`src/rtl/instr_word_encoder_pkg.sv`:
```
// Shared pipeline constants: MIPS opcodes/functs, instruction classes and the
// encoder state encoding. The ID-stage control decoder imports the same
// constants, so encoder and decoder cannot drift apart.
package pipe_pkg;

  localparam logic [5:0] OPC_RTYPE = 6'h00;
  localparam logic [5:0] OPC_LW    = 6'h23;
  localparam logic [5:0] OPC_SW    = 6'h2B;
  localparam logic [5:0] OPC_ADDI  = 6'h08;
  localparam logic [5:0] OPC_BEQ   = 6'h04;
  localparam logic [5:0] OPC_J     = 6'h02;

  localparam logic [5:0] FUNCT_ADD = 6'h20;
  localparam logic [5:0] FUNCT_SUB = 6'h22;
  localparam logic [5:0] FUNCT_AND = 6'h24;
  localparam logic [5:0] FUNCT_OR  = 6'h25;
  localparam logic [5:0] FUNCT_SLT = 6'h2A;

  typedef enum logic [3:0] {
    CLS_ADD  = 4'd0,
    CLS_SUB  = 4'd1,
    CLS_AND  = 4'd2,
    CLS_OR   = 4'd3,
    CLS_SLT  = 4'd4,
    CLS_LW   = 4'd5,
    CLS_SW   = 4'd6,
    CLS_ADDI = 4'd7,
    CLS_BEQ  = 4'd8,
    CLS_J    = 4'd9
  } instr_class_t;

  typedef enum logic [1:0] {
    ST_IDLE = 2'd0,
    ST_RUN  = 2'd1,
    ST_FULL = 2'd2
  } enc_state_t;

endpackage

```
`src/rtl/instr_word_encoder_if.sv`:
```
// Instruction-in handshake plus imem write port and load status.
//   master : instruction source / imem+status sink (bench, boot loader)
//   slave  : the encoder
interface instr_word_encoder_if #(
  parameter int ADDR_W = 8
);
  logic              in_valid;
  logic              in_ready;
  logic [3:0]        in_class;
  logic [4:0]        in_rs;
  logic [4:0]        in_rt;
  logic [4:0]        in_rd;
  logic [25:0]       in_imm;
  logic              imem_we;
  logic [ADDR_W-1:0] imem_addr;
  logic [31:0]       imem_wdata;
  logic [ADDR_W:0]   count;
  logic              full;
  logic              err;

  modport master (
    output in_valid, in_class, in_rs, in_rt, in_rd, in_imm,
    input  in_ready, imem_we, imem_addr, imem_wdata, count, full, err
  );

  modport slave (
    input  in_valid, in_class, in_rs, in_rt, in_rd, in_imm,
    output in_ready, imem_we, imem_addr, imem_wdata, count, full, err
  );
endinterface

```
`src/rtl/instr_word_encoder_field_pack.sv`:
```
// Combinational field packer: instruction class + register/immediate fields
// -> 32-bit MIPS word. Classes 10-15 flag illegal and produce a zero word.
//   cls      in  4   instruction class
//   rs/rt/rd in  5   register fields (rd used by R-type only)
//   imm      in  26  [15:0] I-type immediate, [25:0] J target
//   word     out 32  encoded instruction
//   illegal  out 1   class not encodable
module instr_field_pack
  import pipe_pkg::*;
(
  input  logic [3:0]  cls,
  input  logic [4:0]  rs,
  input  logic [4:0]  rt,
  input  logic [4:0]  rd,
  input  logic [25:0] imm,
  output logic [31:0] word,
  output logic        illegal
);

  always_comb begin
    word    = '0;
    illegal = 1'b0;
    case (cls)
      CLS_ADD:  word = {OPC_RTYPE, rs, rt, rd, 5'd0, FUNCT_ADD};
      CLS_SUB:  word = {OPC_RTYPE, rs, rt, rd, 5'd0, FUNCT_SUB};
      CLS_AND:  word = {OPC_RTYPE, rs, rt, rd, 5'd0, FUNCT_AND};
      CLS_OR:   word = {OPC_RTYPE, rs, rt, rd, 5'd0, FUNCT_OR};
      CLS_SLT:  word = {OPC_RTYPE, rs, rt, rd, 5'd0, FUNCT_SLT};
      CLS_LW:   word = {OPC_LW,   rs, rt, imm[15:0]};
      CLS_SW:   word = {OPC_SW,   rs, rt, imm[15:0]};
      CLS_ADDI: word = {OPC_ADDI, rs, rt, imm[15:0]};
      CLS_BEQ:  word = {OPC_BEQ,  rs, rt, imm[15:0]};
      CLS_J:    word = {OPC_J,    imm};
      default:  illegal = 1'b1;
    endcase
  end

endmodule

```
`src/rtl/instr_word_encoder.sv`:
```
// Streams encoded instructions into imem at consecutive word addresses.
//   clk, rst_n : clock, async active-low reset
//   start      : restart load at address 0, clear err/full
//   bus        : instruction handshake in, imem write + count/full/err out
// An accepted instruction is written one cycle later; count advances at the
// end of the write cycle, so the address for a new accept is count + any
// write currently on the bus.
module instr_word_encoder
  import pipe_pkg::*;
#(
  parameter int ADDR_W = 8
) (
  input  logic                  clk,
  input  logic                  rst_n,
  input  logic                  start,
  instr_word_encoder_if.slave   bus
);

  localparam int DEPTH = 2 ** ADDR_W;
  localparam logic [ADDR_W:0] CNT_DEPTH = (ADDR_W + 1)'(DEPTH);
  localparam logic [ADDR_W:0] CNT_LAST  = (ADDR_W + 1)'(DEPTH - 1);

  enc_state_t        state_q, state_d;
  logic              we_q, we_d;
  logic [ADDR_W-1:0] addr_q, addr_d;
  logic [31:0]       wdata_q, wdata_d;
  logic [ADDR_W:0]   count_q, count_d;
  logic              full_q, full_d;
  logic              err_q, err_d;

  logic [31:0]       pack_word;
  logic              pack_illegal;
  logic [ADDR_W:0]   count_nxt;
  logic              full_pending;
  logic              in_ready;
  logic              fire;

  instr_field_pack u_pack (
    .cls     (bus.in_class),
    .rs      (bus.in_rs),
    .rt      (bus.in_rt),
    .rd      (bus.in_rd),
    .imm     (bus.in_imm),
    .word    (pack_word),
    .illegal (pack_illegal)
  );

  // Words committed once the in-flight write (if any) lands.
  assign count_nxt    = count_q + (ADDR_W + 1)'(we_q);
  assign full_pending = (count_nxt == CNT_DEPTH);
  assign in_ready     = (state_q == ST_RUN) && !start && !full_pending;
  assign fire         = bus.in_valid && in_ready;

  always_comb begin
    state_d = state_q;
    we_d    = 1'b0;
    addr_d  = addr_q;
    wdata_d = wdata_q;
    count_d = count_nxt;
    full_d  = full_q;
    err_d   = err_q;
    if (start) begin
      // A write already on the bus still completes but is not counted.
      state_d = ST_RUN;
      count_d = '0;
      full_d  = 1'b0;
      err_d   = 1'b0;
    end else begin
      if (fire) begin
        if (pack_illegal) begin
          err_d = 1'b1;
        end else begin
          we_d    = 1'b1;
          addr_d  = count_nxt[ADDR_W-1:0];
          wdata_d = pack_word;
        end
      end
      if (state_q == ST_RUN && we_q && count_q == CNT_LAST) begin
        state_d = ST_FULL;
        full_d  = 1'b1;
      end
    end
  end

  always_ff @(posedge clk or negedge rst_n) begin
    if (!rst_n) begin
      state_q <= ST_IDLE;
      we_q    <= 1'b0;
      addr_q  <= '0;
      wdata_q <= '0;
      count_q <= '0;
      full_q  <= 1'b0;
      err_q   <= 1'b0;
    end else begin
      state_q <= state_d;
      we_q    <= we_d;
      addr_q  <= addr_d;
      wdata_q <= wdata_d;
      count_q <= count_d;
      full_q  <= full_d;
      err_q   <= err_d;
    end
  end

  assign bus.in_ready   = in_ready;
  assign bus.imem_we    = we_q;
  assign bus.imem_addr  = addr_q;
  assign bus.imem_wdata = wdata_q;
  assign bus.count      = count_q;
  assign bus.full       = full_q;
  assign bus.err        = err_q;

endmodule

```
`src/flat_wrapper.sv`:
```
// flat-port wrapper written by rule: the top's interface ports become plain ports
module instr_word_encoder_flat import pipe_pkg::*;
#(
  parameter int ADDR_W = 8
)
  (clk, rst_n, start, bus_in_valid, bus_in_class, bus_in_rs, bus_in_rt, bus_in_rd, bus_in_imm, bus_in_ready, bus_imem_we, bus_imem_addr, bus_imem_wdata, bus_count, bus_full, bus_err);
  instr_word_encoder_if #(.ADDR_W(ADDR_W)) bus_i ();
  input  logic clk;
  input  logic rst_n;
  input  logic start;
  input wire logic [$bits(bus_i.in_valid)-1:0] bus_in_valid;
  input wire logic [$bits(bus_i.in_class)-1:0] bus_in_class;
  input wire logic [$bits(bus_i.in_rs)-1:0] bus_in_rs;
  input wire logic [$bits(bus_i.in_rt)-1:0] bus_in_rt;
  input wire logic [$bits(bus_i.in_rd)-1:0] bus_in_rd;
  input wire logic [$bits(bus_i.in_imm)-1:0] bus_in_imm;
  output wire logic [$bits(bus_i.in_ready)-1:0] bus_in_ready;
  output wire logic [$bits(bus_i.imem_we)-1:0] bus_imem_we;
  output wire logic [$bits(bus_i.imem_addr)-1:0] bus_imem_addr;
  output wire logic [$bits(bus_i.imem_wdata)-1:0] bus_imem_wdata;
  output wire logic [$bits(bus_i.count)-1:0] bus_count;
  output wire logic [$bits(bus_i.full)-1:0] bus_full;
  output wire logic [$bits(bus_i.err)-1:0] bus_err;
  assign bus_i.in_valid = bus_in_valid;
  assign bus_i.in_class = bus_in_class;
  assign bus_i.in_rs = bus_in_rs;
  assign bus_i.in_rt = bus_in_rt;
  assign bus_i.in_rd = bus_in_rd;
  assign bus_i.in_imm = bus_in_imm;
  assign bus_in_ready = bus_i.in_ready;
  assign bus_imem_we = bus_i.imem_we;
  assign bus_imem_addr = bus_i.imem_addr;
  assign bus_imem_wdata = bus_i.imem_wdata;
  assign bus_count = bus_i.count;
  assign bus_full = bus_i.full;
  assign bus_err = bus_i.err;
  instr_word_encoder #(.ADDR_W(ADDR_W)) u_core (.clk(clk), .rst_n(rst_n), .start(start), .bus(bus_i));
endmodule
```
`config.mk`:
```
export PLATFORM = sky130hd
export DESIGN_NAME = instr_word_encoder_flat
export DESIGN_NICKNAME = d
export VERILOG_FILES = /design/src/rtl/instr_word_encoder_pkg.sv /design/src/rtl/instr_word_encoder_if.sv /design/src/rtl/instr_word_encoder_field_pack.sv /design/src/rtl/instr_word_encoder.sv /design/src/flat_wrapper.sv
export SDC_FILE = /design/constraint.sdc
export NUM_CORES = 1
export LEC_CHECK = 0
export CELL_PAD_IN_SITES_DETAIL_PLACEMENT = 1
export CELL_PAD_IN_SITES_GLOBAL_PLACEMENT = 2
export CORE_ASPECT_RATIO = 0.8
export CORE_MARGIN = 2
export CORE_UTILIZATION = 28
export CTS_CLUSTER_DIAMETER = 30
export DETAILED_ROUTE_END_ITERATION = 7
export GPL_TIMING_DRIVEN = 0
export PLACE_DENSITY_LB_ADDON = 0.1
export SYNTH_ARGS = -nofsm -noshare
export SYNTH_HDL_FRONTEND = slang
export SYNTH_SLANG_ARGS = --single-unit
```
`constraint.sdc`:
```
create_clock -name clk -period 5.8 [get_ports clk]
set_input_delay 0.58 -clock clk [delete_from_list [all_inputs] [get_ports clk]]
set_output_delay 0.58 -clock clk [all_outputs]
set_load 0.02 [all_outputs]
```
==> metrics, run 1 <==
ANT nets after route=0; reg-to-reg slack, setup=3.11 ns; async set or reset register ratio after synthesis=100.0%; drt wl/cell=16.31 microns; delay-heaviest family, CP=buffers and inverters; dominant cell type by area after synthesis=dfrtp_1; DR top layer=met4; worst slew pin tran=0.7467 ns; top post-synthesis cells by count=dfrtp_1 (51), inv_1 (16), nor2_1 (15); Initial Util=28.88%; Clock Tree Root=clkbuf_16; via count=2222; MaxCap Viol Count=0; H-tree depth=2; Slew Viols, Final=0; Crit Path Class=flip-flop to output pin; final hold violations=0; fillers=1007; worst r2r src=u_core.bus.count[0]; # resized after CTS=0; crit start category=flip-flop; Register-to-Register Path Depth=7; Worst Path Arrival=2.77 ns; final wirelength=7537 microns; Pleak=1.746 nW; die height=90.73 microns; crit path to=bus_in_ready; standard-cell rows=31; Max Freq=298.7 MHz; Peak VDD IR=0.1262 mV; Synth cell types=43; period utilisation layout=57.73%; critical path's largest stage delay=0.62 ns; status=completed; Worst R2R End=u_core.bus.imem_wdata[22]; worst hold path type=input port to async pin; initial antenna violation count=0; Post-synth EDFFs=0; pre-CTS setup slack=2.752 ns; first-pass GRT wire length=12210 microns; Pwr Total=0.9658 mW; post-CTS repair timing setup buffer count=0; total negative setup slack=0 ns; vias per inst=4.810; Iter 0 DRT Violations=69; slowest CP cell=clkdlybuf4s50_1; synth warn=0; Crit. Startpoint=u_core.bus.count[0]; crit path max fanout=8; Synth area leaders=dfrtp_1 (48%), mux2_1 (6.0%), mux2i_1 (4.2%); grt ovf=0; worst skew pair latency=0.29 ns; Die X=112.4 microns; Hold Buf Count CTS=0; CTS tree=built; Worst-path clk slew=0.07 ns; Post-DP HPWL=5778 microns; core area=9115 sq um; min cycle time layout=3.348 ns; Setup WS post-layout=2.452 ns; clk sinks=51; Simple-Gate Fraction of Synth Area=14.40%; worst path bufs/invs=2; crit-path cells=ha_1 > clkbuf_1 > and3b_1 > o211a_1 > o221ai_2 > nor3_1 > nor2b_1 > clkdlybuf4s50_1; syn_area_per_cell=10.88 sq um; sequential fraction of the synthesis area=48.48%; main combinational cell family by area after synthesis=simple AND/OR/NAND/NOR gates; Worst Path Required=5.22 ns; Synth Cell Area=2633 sq um; Yosys top cell area share=48.48%; layout cells sized above 1=6.916%; overall global routing resource usage=15.30%; DR WL met3=603 microns; die area=10200 sq um; # diodes=0; Met1 Wirelength=3654 microns; fin nets=399; DRT Pass-1 Iters=4; met2 wire length=3194 microns; synthesized flop and latch total=51; post-synthesis adder-cell area fraction=0.9506%; IO buf count=98; Compound-Gate Fraction of Synth Area=13.83%; Synth Area in XOR/XNOR=2.994%; Worst path depth=8; multiplexer area fraction after synthesis=13.59%; area grow syn2layout=48.19%; largest net degree at the start of global routing=37; Most used DFF post-synth=dfrtp_1; Final setup viols=0; CTS Buf Count=5; Ports=102; Synth Net Count=293; RSZ-0062 raised after global routing=no; CP Capture Type=output pin; CTS max path bufs=2; most common cell in the netlist=dfrtp_1; Gate Count Post-Synth=242; DRC viols=0; vias in the first global route=2316; Fin Clk Skew=0.008209 ns; GP Congestion=0.7021; worst relative slew slack=50.04%; PD cells=247.6 nW/um^2
==> how the worst min path moves through the flow <==
stage,cells past startpoint,slack (ns),end
after global placement,1,0.46,u_core.bus.imem_addr[6]
after global routing,1,0.23,u_core.bus.imem_wdata[21]
after CTS,1,0.22,u_core.bus.imem_wdata[21]
final,1,0.22,u_core.bus.imem_wdata[21]
after detailed placement,1,0.47,u_core.bus.imem_addr[6]
after floorplan,0,0.28,u_core.bus.count[0]
==> flip-flops by register name, indices dropped and copies added, names as in the netlist <==
| name | cells |
|---|---|
| u_core.bus.imem_wdata | 30 |
| u_core.bus.count | 9 |
| u_core.state_q | 2 |
| u_core.bus.err | 1 |
| u_core.bus.imem_we | 1 |
| u_core.bus.imem_addr | 8 |
==> layout make-up <==
type	instances	area [sq um]	share of cell area, %
clock buffer	6	128.9	3.303
tap	115	143.9	3.688
timing repair buffer	99	996.0	25.53
sequential	51	1276	32.71
buffer	16	87.58	2.245
inverter	16	60.06	1.539
multi-input combinational	159	1209	30.98
==> where the power goes <==
group	switching, mW	internal, mW
Clock	0.124	0.156
Sequential	0.0221	0.396
Combinational	0.127	0.141
Total	0.273	0.693
==> cell usage in the layout, fill, tap and decap left out, types with 7 or more instances in the layout <==
master	instances
mux2_2	8
clkdlybuf4s50_1	97
dfrtp_1	51
inv_1	16
nand2_1	14
mux2_1	14
o21ai_0	7
nor2_1	15
clkbuf_1	10
a22o_1	8
nor3b_1	13
a221o_1	10
mux2i_1	11
==> worst reg2reg max path, stage by stage, from the launching register on <==
cell      delay [ns]
dfrtp_1         0.41
ha_1            0.20
clkbuf_1        0.21
nor4_1          0.39
o221ai_2        0.23
o31ai_4         0.54
buf_6           0.25
mux2_1          0.33
==> logic make-up after synthesis <==
| group | after synthesis |
|---|---|
| AND/OR/NAND/NOR | 69 |
| multiplexers | 33 |
| other | 1 |
| flip-flops | 51 |
| buffers and inverters | 32 |
| XOR/XNOR | 9 |
| adder cells (fa/ha/maj) | 2 |
| AO/OA/AOI/OAI | 45 |
==> metrics by stage <==
| step | hold slack, ns | util [%] | std cells | cell area [sq um] |
|---|---|---|---|---|
| 2_1_floorplan | 0.2844 | - | 242 | 2633 |
| 3_3_place_gp | 0.4607 | 41.22 | 455 | 3757 |
| 3_5_place_dp | 0.4653 | 41.39 | 456 | 3772 |
| 4_1_cts | 0.2199 | 42.80 | 462 | 3901 |
| 5_1_grt | 0.2311 | 42.80 | 462 | 3901 |
| 6_report | 0.2167 | 42.80 | 462 | 3901 |
==> routing by layer <==
metal  global-route usage, %  up-vias
met4                   3.963        0
met3                   6.376        7
met5                       0        -
li1                        -     1060
met2                   22.09       59
met1                   21.11     1096
No activity file was read; power rests on OpenSTA's default activity.
==> run 2, diff against run 1 <==
--- a/config.mk
+++ b/config.mk
@@ -9,7 +9,7 @@
 export CELL_PAD_IN_SITES_GLOBAL_PLACEMENT = 2
 export CORE_ASPECT_RATIO = 0.8
 export CORE_MARGIN = 2
-export CORE_UTILIZATION = 28
+export CORE_UTILIZATION = 24
 export CTS_CLUSTER_DIAMETER = 30
 export DETAILED_ROUTE_END_ITERATION = 7
 export GPL_TIMING_DRIVEN = 0
==> constraint.sdc (replaced) <==
create_clock -name clk -period 2.8 [get_ports clk]
set_input_delay 0.28 -clock clk [delete_from_list [all_inputs] [get_ports clk]]
set_output_delay 0.28 -clock clk [all_outputs]
set_load 0.02 [all_outputs]
==> run 2 against run 1 <==
Non-clock buffer count increased by 4. Routed wire length increased by 2.2%. Cell area increased by 3.6%. Flip-flop and latch count unchanged. Critical path type is now flip-flop to flip-flop. First-iteration DRC count increased by 48%. Highest routed layer unchanged. Combinational power increased by 110%. Via count increased by 0.63%. Power increased by 120%. Register-to-register slack got worse by 2.9 ns. Core utilization decreased by 5.3 points. Die area increased by 16%. Clock skew decreased by 0.0020 ns.
==> metrics, run 2 (synthesis gave the netlist of run 1 again) <==
status=completed; crit start category=flip-flop; crit path max fanout=10 (+2); core area=10760 sq um (+18%); Worst R2R End=u_core.bus.imem_wdata[27]; GP Congestion=0.6858 (-2.3%); standard-cell rows=34 (+9.7%); Fin Clk Skew=0.006171 ns (-0.002039 ns); Worst path depth=8 (unchanged); ANT nets after route=0 (unchanged); critical path's largest stage delay=0.41 ns (-0.21 ns); Worst Path Required=2.98 ns (-2.24 ns); drt wl/cell=15.50 microns (-5.0%); CTS tree=built; Die X=121.1 microns (+7.7%); Slew Viols, Final=0 (unchanged); grt ovf=0 (unchanged); via count=2236 (+0.63%); Logic pwr share=26.1% (-1.7 points); commonest non-fill, non-tap cell in the layout=clkdlybuf4s50_1; area grow syn2layout=53.47%; Largest register FFs=30 (unchanged); min cycle time layout=2.549 ns; layout cells sized above 1=9.632% (+2.7 points); pre-CTS setup slack=0.01287 ns (-2.739 ns); vias per inst=4.499 (-6.5%); first-pass GRT wire length=12690 microns (+3.9%); Int Pwr=1.560 mW (+130%); delay-heaviest family, CP=compound AO/OA/AOI/OAI gates; die height=97.68 microns (+7.7%); crit path to=u_core.bus.imem_wdata[27]; worst path bufs/invs=2 (unchanged); WHS Path Cells=3; crit-path cells=ha_1 > or3_1 > a21oi_1 > o221ai_4 > o31ai_4 > buf_4 > buf_6 > mux2_1; Worst Path Arrival=2.73 ns (-0.04 ns); CP Capture Type=flip-flop; CTS Buf Count=5 (unchanged); Crit Path Class=flip-flop to flip-flop; final instance area=4040 sq um (+3.6%); die area=11830 sq um (+16%); Register-to-Register Path Depth=8 (+1); clk sinks=51 (unchanged); worst relative slew slack=51.18% (+1.1 points); DRC viols=0 (unchanged); slowest CP cell=dfrtp_1; Initial Util=24.46% (-4.4 points); sw frac=27.63% (-0.66 points); overall global routing resource usage=14.00% (-1.3 points); final hold violations=0 (unchanged); period utilisation layout=91.04%; Post-DP HPWL=5830 microns (+0.91%); IO buf count=98 (unchanged); MaxCap Viol Count=0 (unchanged); PD cells=533.6 nW/um^2 (+120%); Max Freq=392.3 MHz; worst hold path type=input port to flip-flop; H-tree depth=2 (unchanged); Clock Tree Root=clkbuf_16; Peak VDD IR=0.2146 mV (+70%); Placed Cells=485 (+6.4%); Crit. Startpoint=u_core.bus.count[0]; Ports=102 (unchanged); worst skew pair latency=0.30 ns (about the same); Flop pwr share=40.1% (-3.2 points); final wirelength=7702 microns (+2.2%); Sw Pwr=0.5956 mW (+120%); Worst-path clk slew=0.07 ns (about the same); fin nets=403 (+1.0%); RSZ-0062 raised after global routing=no; total negative setup slack=0 ns (unchanged); clock network fraction of design power=33.9% (+5.0 points); # diodes=0 (unchanged); reg-to-reg slack, setup=0.25 ns (-2.86 ns); largest net degree at the start of global routing=33 (-11%); Setup WS post-layout=0.2510 ns (-2.201 ns); most frequent cells in the layout=clkdlybuf4s50_1 (96), dfrtp_1 (51), inv_1 (16); worst slew pin tran=0.7296 ns (-0.01704 ns); worst r2r src=u_core.bus.count[0]; Pleak=1.805 nW (+3.4%); Iter 0 DRT Violations=102 (+48%); vias in the first global route=2471 (+6.7%); Final setup viols=0 (unchanged); area of placed instances=3809 sq um (+0.96%); Cell Count, Final, Fillers Out=497 (+7.6%); Pwr Total=2.156 mW (+120%); CTS max path bufs=2 (unchanged); DRT Pass-1 Iters=4 (unchanged); initial antenna violation count=0 (unchanged)
## run 2: cell types whose count changed in the layout (fill, tap and decap cells not counted), sizes merged
cell	delta
buf	+3
bufinv	+1
clkbuf	+1
clkdlybuf4s50	-1
clkinv	+1
dlygate4sd3	+1
## run 2: worst min-delay path by stage
| stage | from | end | slack (ns) |
|---|---|---|---|
| 4_1_cts | bus_in_class[1] | u_core.bus.imem_wdata[29] | 0.45 |
| 2_1_floorplan | rst_n | u_core.bus.count[0] | -0.02 |
| 3_3_place_gp | u_core.bus.imem_addr[6] | u_core.bus.imem_addr[6] | 0.46 |
| 6_report | bus_in_class[1] | u_core.bus.imem_wdata[29] | 0.45 |
| 5_1_grt | bus_in_class[1] | u_core.bus.imem_wdata[29] | 0.50 |
| 3_5_place_dp | rst_n | u_core.bus.imem_wdata[22] | 0.30 |
## run 2: layout make-up
class / count / area (sq um)
multi-input cells: 159 / 1239
inverters: 16 / 60.06
fillers: 1218 / 6723
plain buffers: 16 / 87.58
clock inverters: 2 / 35.03
repair buffers: 103 / 1023
clock buffers: 6 / 138.9
flip-flops and latches: 51 / 1276
well taps: 144 / 180.2
## run 2: stage by stage
| step | hold slack (ns) | utilization (%) |
|---|---|---|
| after global routing | 0.4957 | 37.54 |
| after CTS | 0.4469 | 37.53 |
| after global placement | 0.4627 | 35.25 |
| after detailed placement | 0.2962 | 35.39 |
| after floorplan | -0.01559 | - |
| final | 0.4485 | 37.54 |
## run 2: power groups by stage
stage	clock [mW]	sequential, mW	combinational, mW
2_1_floorplan	0	0.979	0.153
3_3_place_gp	0	0.876	0.562
3_5_place_dp	0	0.878	0.567
4_1_cts	0.757	0.865	0.574
5_1_grt	0.795	0.876	0.610
6_report	0.730	0.864	0.562
## run 2: what timing repair did
action                                  CTS  global route
hold endpoints to repair                 19             0
pin swaps                                 1             0
endpoints found under the setup margin    3             1
gates resized for setup                   4             3
buffers inserted                          3             0
cloned                                    0             0
hold buffers                              1             0
## run 2: worst register-to-register path, cell delays in order, from the launching register on
cell      delay (ns)
dfrtp_1         0.41
ha_1            0.31
or3_1           0.33
a21oi_1         0.24
o221ai_4        0.17
o31ai_4         0.26
buf_4           0.19
buf_6           0.17
mux2_1          0.33
## run 2: metal layers
layer	vias up	GRT usage, %	part of all wire (%)
met5	-	0	0
li1	1073	-	-
met4	0	4.025	1.2
met2	57	20.74	43
met1	1098	18.77	48
met3	8	5.575	8.3
